==> config.mk <==
export PLATFORM = sky130hd
export DESIGN_NAME = uart_tx_fifo
export DESIGN_NICKNAME = d
export VERILOG_FILES = /design/src/rtl/uart_tx_fifo.sv
export SDC_FILE = /design/constraint.sdc
export NUM_CORES = 1
export LEC_CHECK = 0
export BUFFER_PORTS_ARGS = -buffer_cell sky130_fd_sc_hd__buf_2
export CORE_ASPECT_RATIO = 1.75
export CORE_MARGIN = 10
export CORE_UTILIZATION = 55
export CTS_CLUSTER_DIAMETER = 60
export DETAILED_ROUTE_END_ITERATION = 8
export GPL_TIMING_DRIVEN = 0
export PLACE_DENSITY = 0.71
export SETUP_SLACK_MARGIN = 0.15
export SLEW_MARGIN = 30
export SYNTH_ARGS = -nofsm -noshare
export SYNTH_HDL_FRONTEND = slang
export SYNTH_SLANG_ARGS = --single-unit
==> constraint.sdc <==
create_clock -name clk_i -period 3.05 [get_ports clk_i]
set_clock_uncertainty 0.1 [all_clocks]
set_input_delay 0.61 -clock clk_i [delete_from_list [all_inputs] [get_ports clk_i]]
set_output_delay 0.61 -clock clk_i [all_outputs]
set_load 0.005 [all_outputs]
==> src/rtl/uart_tx_fifo.sv <==
// uart_tx_fifo: byte FIFO plus issue controller feeding a UART transmitter.
//
// The core pushes bytes at full clock rate. One byte at a time is popped and
// presented to the transmitter as a single-cycle tx_valid_o strobe. The block
// then waits for the transmitter's single-cycle tx_ready_i done pulse before
// it issues the next byte.
//
// Optional feature: define UART_TX_FIFO_TIMEOUT_EN to bound the wait for
// tx_ready_i to TIMEOUT_CYCLES cycles. On expiry the sticky tx_timeout_o is set
// and the in-flight byte is abandoned. Without the macro the wait is unbounded
// and tx_timeout_o is tied low.
//
// Ports:
//   clk_i        system clock, rising edge
//   rst_i        asynchronous active-high reset
//   wr_en_i      push wr_data_i this cycle (dropped if full)
//   wr_data_i    byte to enqueue
//   full_o       count_o == DEPTH
//   empty_o      count_o == 0
//   count_o      bytes held, excluding the byte in flight
//   overflow_o   sticky: a push was dropped because the FIFO was full
//   busy_o       issue controller not idle, or FIFO non-empty
//   tx_valid_o   one-cycle strobe to the transmitter
//   tx_data_o    byte to the transmitter, held until the next issue
//   tx_ready_i   one-cycle done pulse from the transmitter
//   tx_timeout_o sticky timeout flag
module uart_tx_fifo #(
  parameter int unsigned DEPTH          = 16,
  parameter int unsigned TIMEOUT_CYCLES = 120000
) (
  input  logic                     clk_i,
  input  logic                     rst_i,
  input  logic                     wr_en_i,
  input  logic [7:0]               wr_data_i,
  output logic                     full_o,
  output logic                     empty_o,
  output logic [$clog2(DEPTH):0]   count_o,
  output logic                     overflow_o,
  output logic                     busy_o,
  output logic                     tx_valid_o,
  output logic [7:0]               tx_data_o,
  input  logic                     tx_ready_i,
  output logic                     tx_timeout_o
);

  localparam int unsigned AW = $clog2(DEPTH);

  localparam logic [1:0] StIdle  = 2'd0;
  localparam logic [1:0] StIssue = 2'd1;
  localparam logic [1:0] StWait  = 2'd2;

  logic [7:0]    mem_q [DEPTH];
  logic [AW-1:0] wr_ptr_q, wr_ptr_d;
  logic [AW-1:0] rd_ptr_q, rd_ptr_d;
  logic [AW:0]   count_q, count_d;
  logic [1:0]    state_q, state_d;
  logic          tx_valid_q, tx_valid_d;
  logic [7:0]    tx_data_q, tx_data_d;
  logic          overflow_q, overflow_d;
  logic          push, pop;

`ifdef UART_TX_FIFO_TIMEOUT_EN
  localparam int unsigned TW = (TIMEOUT_CYCLES > 2) ? $clog2(TIMEOUT_CYCLES) : 1;
  logic [TW-1:0] tmo_cnt_q, tmo_cnt_d;
  logic          tx_timeout_q, tx_timeout_d;
`endif

  assign full_o       = (count_q == (AW + 1)'(DEPTH));
  assign empty_o      = (count_q == '0);
  assign count_o      = count_q;
  assign overflow_o   = overflow_q;
  assign busy_o       = (state_q != StIdle) || !empty_o;
  assign tx_valid_o   = tx_valid_q;
  assign tx_data_o    = tx_data_q;

  // Push acceptance uses the pre-edge full flag, even when a pop happens in
  // the same cycle, so a push into a full FIFO is always dropped.
  assign push = wr_en_i && !full_o;
  assign pop  = (state_q == StIdle) && !empty_o;

  always_comb begin
    state_d    = state_q;
    tx_valid_d = tx_valid_q;
    tx_data_d  = tx_data_q;
    overflow_d = overflow_q;
`ifdef UART_TX_FIFO_TIMEOUT_EN
    tmo_cnt_d    = tmo_cnt_q;
    tx_timeout_d = tx_timeout_q;
`endif

    case (state_q)
      StIdle: begin
        if (!empty_o) begin
          tx_data_d  = mem_q[rd_ptr_q];
          tx_valid_d = 1'b1;
          state_d    = StIssue;
        end
      end
      StIssue: begin
        tx_valid_d = 1'b0;
        state_d    = StWait;
`ifdef UART_TX_FIFO_TIMEOUT_EN
        tmo_cnt_d  = '0;
`endif
      end
      StWait: begin
        // tx_ready_i is only honoured here; a stray pulse in the other states
        // belongs to a frame started before reset.
        if (tx_ready_i) begin
          state_d = StIdle;
`ifdef UART_TX_FIFO_TIMEOUT_EN
        end else if (tmo_cnt_q == TW'(TIMEOUT_CYCLES - 1)) begin
          tx_timeout_d = 1'b1;
          state_d      = StIdle;
        end else begin
          tmo_cnt_d = tmo_cnt_q + 1'b1;
`endif
        end
      end
      default: begin
        state_d = StIdle;
      end
    endcase

    if (wr_en_i && full_o) begin
      overflow_d = 1'b1;
    end

    wr_ptr_d = push ? wr_ptr_q + 1'b1 : wr_ptr_q;
    rd_ptr_d = pop  ? rd_ptr_q + 1'b1 : rd_ptr_q;

    case ({push, pop})
      2'b10:   count_d = count_q + 1'b1;
      2'b01:   count_d = count_q - 1'b1;
      default: count_d = count_q;
    endcase
  end

  always_ff @(posedge clk_i or posedge rst_i) begin
    if (rst_i) begin
      wr_ptr_q   <= '0;
      rd_ptr_q   <= '0;
      count_q    <= '0;
      state_q    <= StIdle;
      tx_valid_q <= 1'b0;
      tx_data_q  <= 8'h00;
      overflow_q <= 1'b0;
    end else begin
      wr_ptr_q   <= wr_ptr_d;
      rd_ptr_q   <= rd_ptr_d;
      count_q    <= count_d;
      state_q    <= state_d;
      tx_valid_q <= tx_valid_d;
      tx_data_q  <= tx_data_d;
      overflow_q <= overflow_d;
    end
  end

  // Storage is not reset; the pointers and count define what is valid.
  always_ff @(posedge clk_i) begin
    if (push) begin
      mem_q[wr_ptr_q] <= wr_data_i;
    end
  end

`ifdef UART_TX_FIFO_TIMEOUT_EN
  always_ff @(posedge clk_i or posedge rst_i) begin
    if (rst_i) begin
      tmo_cnt_q    <= '0;
      tx_timeout_q <= 1'b0;
    end else begin
      tmo_cnt_q    <= tmo_cnt_d;
      tx_timeout_q <= tx_timeout_d;
    end
  end

  assign tx_timeout_o = tx_timeout_q;
`else
  assign tx_timeout_o = 1'b0;
`endif

endmodule

After elaboration in Yosys (flattened, before gate mapping)
Memory sizes are Yosys's and may differ from the RTL's. A register that Yosys moved wholly into a read port is not among the register bits.
Cells that the tools add are included.
{"block": "word_totals", "reg_bits": 17, "mem_bits_rw": 128, "in_bits": 12, "output_inout_bits": 19, "word_cells": 41, "mem_count": 1}
{"memory": "mem_q", "words": 16, "word_bits": 8, "rd": 1, "rd_clocked_by_memory_dff": 1, "write_ports": 1, "line_no": "52", "text": "logic [7:0] mem_q [DEPTH];"}
{"block": "op_classes", "addsub": 4, "eq_ne": 7, "n_mux": 8, "bitwise": 1, "n_reduce_logical": 14}
{"op": "$pmux W5 S2", "count": 1}
{"op": "$add A4 B1 Y4 const B", "count": 2}
{"op": "$pmux W2 S3", "count": 1}
{"op": "$reduce_and A2 Y1", "count": 3}
{"op": "$reduce_bool A2 Y1", "count": 3}
{"op": "$add A5 B1 Y5 const B", "count": 1}
{"op": "$eq A5 B5 Y1 const B", "count": 1}
{"op": "$logic_not A5 Y1", "count": 1}
{"op": "$sub A5 B1 Y5 const B", "count": 1}
{"op": "$eq A2 B1 Y1 const B", "count": 2}
{"op": "$eq A2 B2 Y1 const B", "count": 2}
{"op": "$mux W2", "count": 2}
{"op": "$ne A2 B2 Y1 const B", "count": 2}
{"op": "$logic_and A1 B1 Y1", "count": 3}
{"op": "$mux W1", "count": 3}
{"op": "$logic_not A1 Y1", "count": 2}
{"op": "$logic_not A2 Y1", "count": 1}
{"op": "$pmux W1 S2", "count": 1}
{"op": "$logic_or A1 B1 Y1", "count": 1}
{"op": "$not A1 Y1", "count": 1}

Longest topological paths before layout
{"block": "depth", "word_depth": 5, "mapped_depth": 12, "mapped_depth_nobuf": 10}

Worst setup path before layout
Ideal clock, no wire load.
{"block": "synth_timing", "kind": "reg2reg", "startpoint": "reg count_q[1], in the netlist count_o[1]", "endpoint": "reg count_q[4], in the netlist count_o[4]", "setup_time_ns": 0.123, "arrival_ns": 2.499, "t_required_ns": 2.827, "slack_ns": 0.329, "stages_incl_launch_ff": 13, "n_path_buf": 2, "period_less_slack_ns": 2.721, "cell_sequence": "dfrtp_1 > buf_6 > or4_4 > o21ai_2 > inv_2 > ha_1 > clkbuf_1 > xor2_1 > ha_1 > and3b_1 > o21ai_0 > a31oi_1 > xnor2_1"}
{"block": "synth_between", "elab_chain_cells": 5, "elab_cells_between_ends": 12, "cone_classes": "add/sub (2); eq/ne (3); mux (1); reduce/logical (6)"}
{"element": "start: declaration", "line_no": "55", "text": "logic [AW:0] count_q, count_d;"}
{"element": "start signal: assignment", "line_no": "151", "text": "count_q <= count_d;"}
{"element": "$logic_not A5 Y1 *", "line_no": "69", "text": "assign empty_o = (count_q == '0);"}
{"element": "$logic_not A1 Y1 *"}
{"element": "$logic_and A1 B1 Y1 *", "line_no": "79", "text": "assign pop = (state_q == StIdle) && !empty_o;"}
{"element": "named net pop", "line_no": "60", "text": "logic push, pop;"}
{"element": "$eq A2 B1 Y1 / $eq A2 B2 Y1 (equally long branches)", "line_no": "132", "text": "case ({push, pop})"}
{"element": "$pmux W5 S2 / $reduce_bool A2 Y1 (equally long branches)"}
The timed path passes the listed nets; every way through them passes the cells marked *.
A chain may end at the register's enable or synchronous reset.

Final worst setup path
Same ends and word-level chain as after synthesis.

==> results.toml <==
[cells_and_area]
layout-drive-gt1-share_pct = 32.8
area_delta_synth_final_pct = 16.5
final_cell_mix = "edfxtp_1, buf_2, mux4_2"
final_nets = 403
final_common_cell = "edfxtp_1"
antenna_cells = 0

[placed_design]
routabilityCongestion = 0.783
io_buffer_count = 29
dp_hpwl_um = 8450

[drt]
vias = 3120
drtIter0Drc = 194
wl_per_cell_um = 24.4
drt_wl_total_um = 12900
drc = 0
drtAntennaViolNets = 0
avgViaCountPerCell = 5.91
first_pass_iters = 4

[logic_synthesis]
ys_ff_latch = 153
ys.flop_type = "edfxtp_1"
synth_nets = 348
synth-compound-area-share_pct = 2.77
ys_warn_count = 0
yosys.area_share.simple_pct = 4.47
synth.yosys.seq_area_share_pct = 72.8
ys_types = 40
synth_edf_count = 128
avgSynthCellArea_um2 = 18.7
syn_inst = 328
synth_area_um2 = 6140
synthArstFlopShare_pct = 16.3
synth-adder-area-share_pct = 1.63
synth_top_family_by_area = "multiplexers"
muxShareOfSynthArea_pct = 14.5
synthXorXnorAreaFrac_pct = 1.57

[timing]
setup_viol = 0
maxSlewViolCount = 0
tightest_slew_ns = 0.818
hold_slack_ns = 0.143
rsz0062_at_grt = "false"
max-slew-margin-rel_pct = 45.2
fmax_mhz = 366
period_needed_ns = 2.73
finalSetupTns_ns = 0
finalHoldViolCount = 0
fin_crit_sh_pct = 89.5

[die]
dieArea_um2 = 15900
initial_core_util_pct = 55.6
fp-row-count = 51
die_y_um = 160
pin_count = 31
die_width_um = 99.8
coreArea_um2 = 11000

[power]
p_sw_share_pct = 31.4
p_per_area_nw_per_um2 = 1000
p_leak_nw = 2.53
p_comb_share_pct = 32.9
seqPwrFrac_pct = 38.9
p_switching_w = 0.00225
internal-power_w = 0.00492
ir_drop_uv = 550
power_frac_clock_pct = 28.2

[cts]
cts_tree = "done"
clkLatencyLatePin_ns = 0.41
path_clk_slew_ns = 0.06
clock_sinks = 153
cts-root-buf = "clkbuf_16"
htree_levels = 4
cts_buffers = 17
cts_max_path_buffers = 2

[worst_setup_path]
endpoint_kind = "flop"
worst_ep_arrival_time_ns = 2.92
required_ns = 3.24
crit_type = "flop to flop"
start_kind = "flop"
path_max_fanout = 9

[global_route]
grt_pass1_vias = 3308
antenna_found_initial = 0
grt_max_degree = 26
grt_use_total_pct = 16.8
gr-total-overflow = 0
grt_pass1_wl_um = 19500

[min_path]
min_path_type = "input port to asynchronous set/reset pin"

[status]
status = "finished, final reports clean"

[flow_run]
maxCapViolCount = 0
[critical path: stages (launching register included)]
cell and delay (ns):
dfrtp_1 0.39, buf_6 0.14, or4_4 0.55, o21ai_4 0.18
inv_4 0.05, ha_2 0.17, buf_8 0.13, xor2_2 0.14
ha_2 0.18, and3b_1 0.15, o21ai_1 0.14, a31oi_2 0.14
xnor2_1 0.15
[synthesized netlist by cell type, drive strengths merged (7+ instances only)]
library cell	number	area [um^2]
nand2	22	82.6
nor2	17	63.8
xnor2	7	61.3
mux4	32	721
buf	15	92.6
edfxtp	128	3840
dfrtp	25	626
mux2i	16	160
ha	8	100
o221ai	8	70.1
inv	7	26.3
[stage by stage]
| stage | worst slack [ns] | utilization [%] | power [W] | area [um^2] | std cells |
|---|---|---|---|---|---|
| 6_report | 0.321 | 64.7 | 0.00717 | 7150 | 528 |
| 5_1_grt | 0.168 | 64.7 | 0.00751 | 7150 | 528 |
| 4_1_cts | 0.151 | 64.4 | 0.00718 | 7110 | 526 |
| 3_5_place_dp | 0.0549 | 58.6 | 0.00506 | 6470 | 489 |
| 3_3_place_gp | 0.133 | 58.4 | 0.00497 | 6450 | 489 |
| 2_1_floorplan | 0.329 | - | 0.00434 | 6140 | 328 |
[cells by family after synthesis]
kind of cell	after synthesis
and+or+nand+nor	58
xor gates and xnor gates	11
AOI/OAI and AO/OA	23
muxes	49
adders and majority gates	8
DFF	153
buffers and inverters	25
other	1
[path summary, 6_finish.rpt]
kind / cells past startpoint / slack, ns / to / startpoint
min in group clk_i: 2 / 0.31 / overflow_o$_DFFE_PP0P_ / wr_en_i
worst min-delay path: 2 / 0.14 / state_q[0]$_DFFE_PP0P_ / rst_i
max in group asynchronous: 2 / 2.29 / count_o[0]$_DFFE_PP0P_ / rst_i
worst min register to register: 1 / 0.36 / overflow_o$_DFFE_PP0P_ / overflow_o$_DFFE_PP0P_
worst max register to register: 12 / 0.32 / count_o[4]$_DFFE_PP0P_ / count_o[1]$_DFFE_PP0P_
worst max-delay path: 12 / 0.32 / count_o[4]$_DFFE_PP0P_ / count_o[1]$_DFFE_PP0P_
[timing repair]
action,in CTS,in global routing
setup endpoints to repair,1,2
gates resized for setup,8,7
pin swaps,5,5
buffers inserted,5,2
hold buffers,0,0
[state kept, by name, summed over array words and instances (netlist names)]
name        cells
count_o         5
tx_data_o       8
overflow_o      1
wr_ptr_q        4
state_q         2
rd_ptr_q        4
mem_q         128
tx_valid_o      1
[power by group through the flow]
| stage | Sequential, W | Clock, W | Combinational [W] |
|---|---|---|---|
| after floorplan | 0.00279 | 0 | 0.00155 |
| after global routing | 0.00282 | 0.00212 | 0.00256 |
| after global placement | 0.00280 | 0 | 0.00217 |
| after CTS | 0.00279 | 0.00204 | 0.00235 |
| final | 0.00279 | 0.00202 | 0.00236 |
| after detailed placement | 0.00282 | 0 | 0.00223 |
[metal layers]
| metal | track usage, % | routed length (um) |
|---|---|---|
| met4 | 8.70 | 418 |
| met1 | 17.5 | 4390 |
| met2 | 29.9 | 7290 |
| met3 | 4.10 | 763 |
| met5 | 0 | 0 |
[final cells by class]
type	count	area (um^2)
Sequential cell	153	4470
Fill cell	765	3890
Multi-Input combinational cell	150	1590
Clock buffer	20	447
Timing Repair Buffer	36	198
Tap cell	132	165
Clock inverter	12	128
Buffer	18	121
Inverter	7	28.8
(Power assumes the default switching activity.)
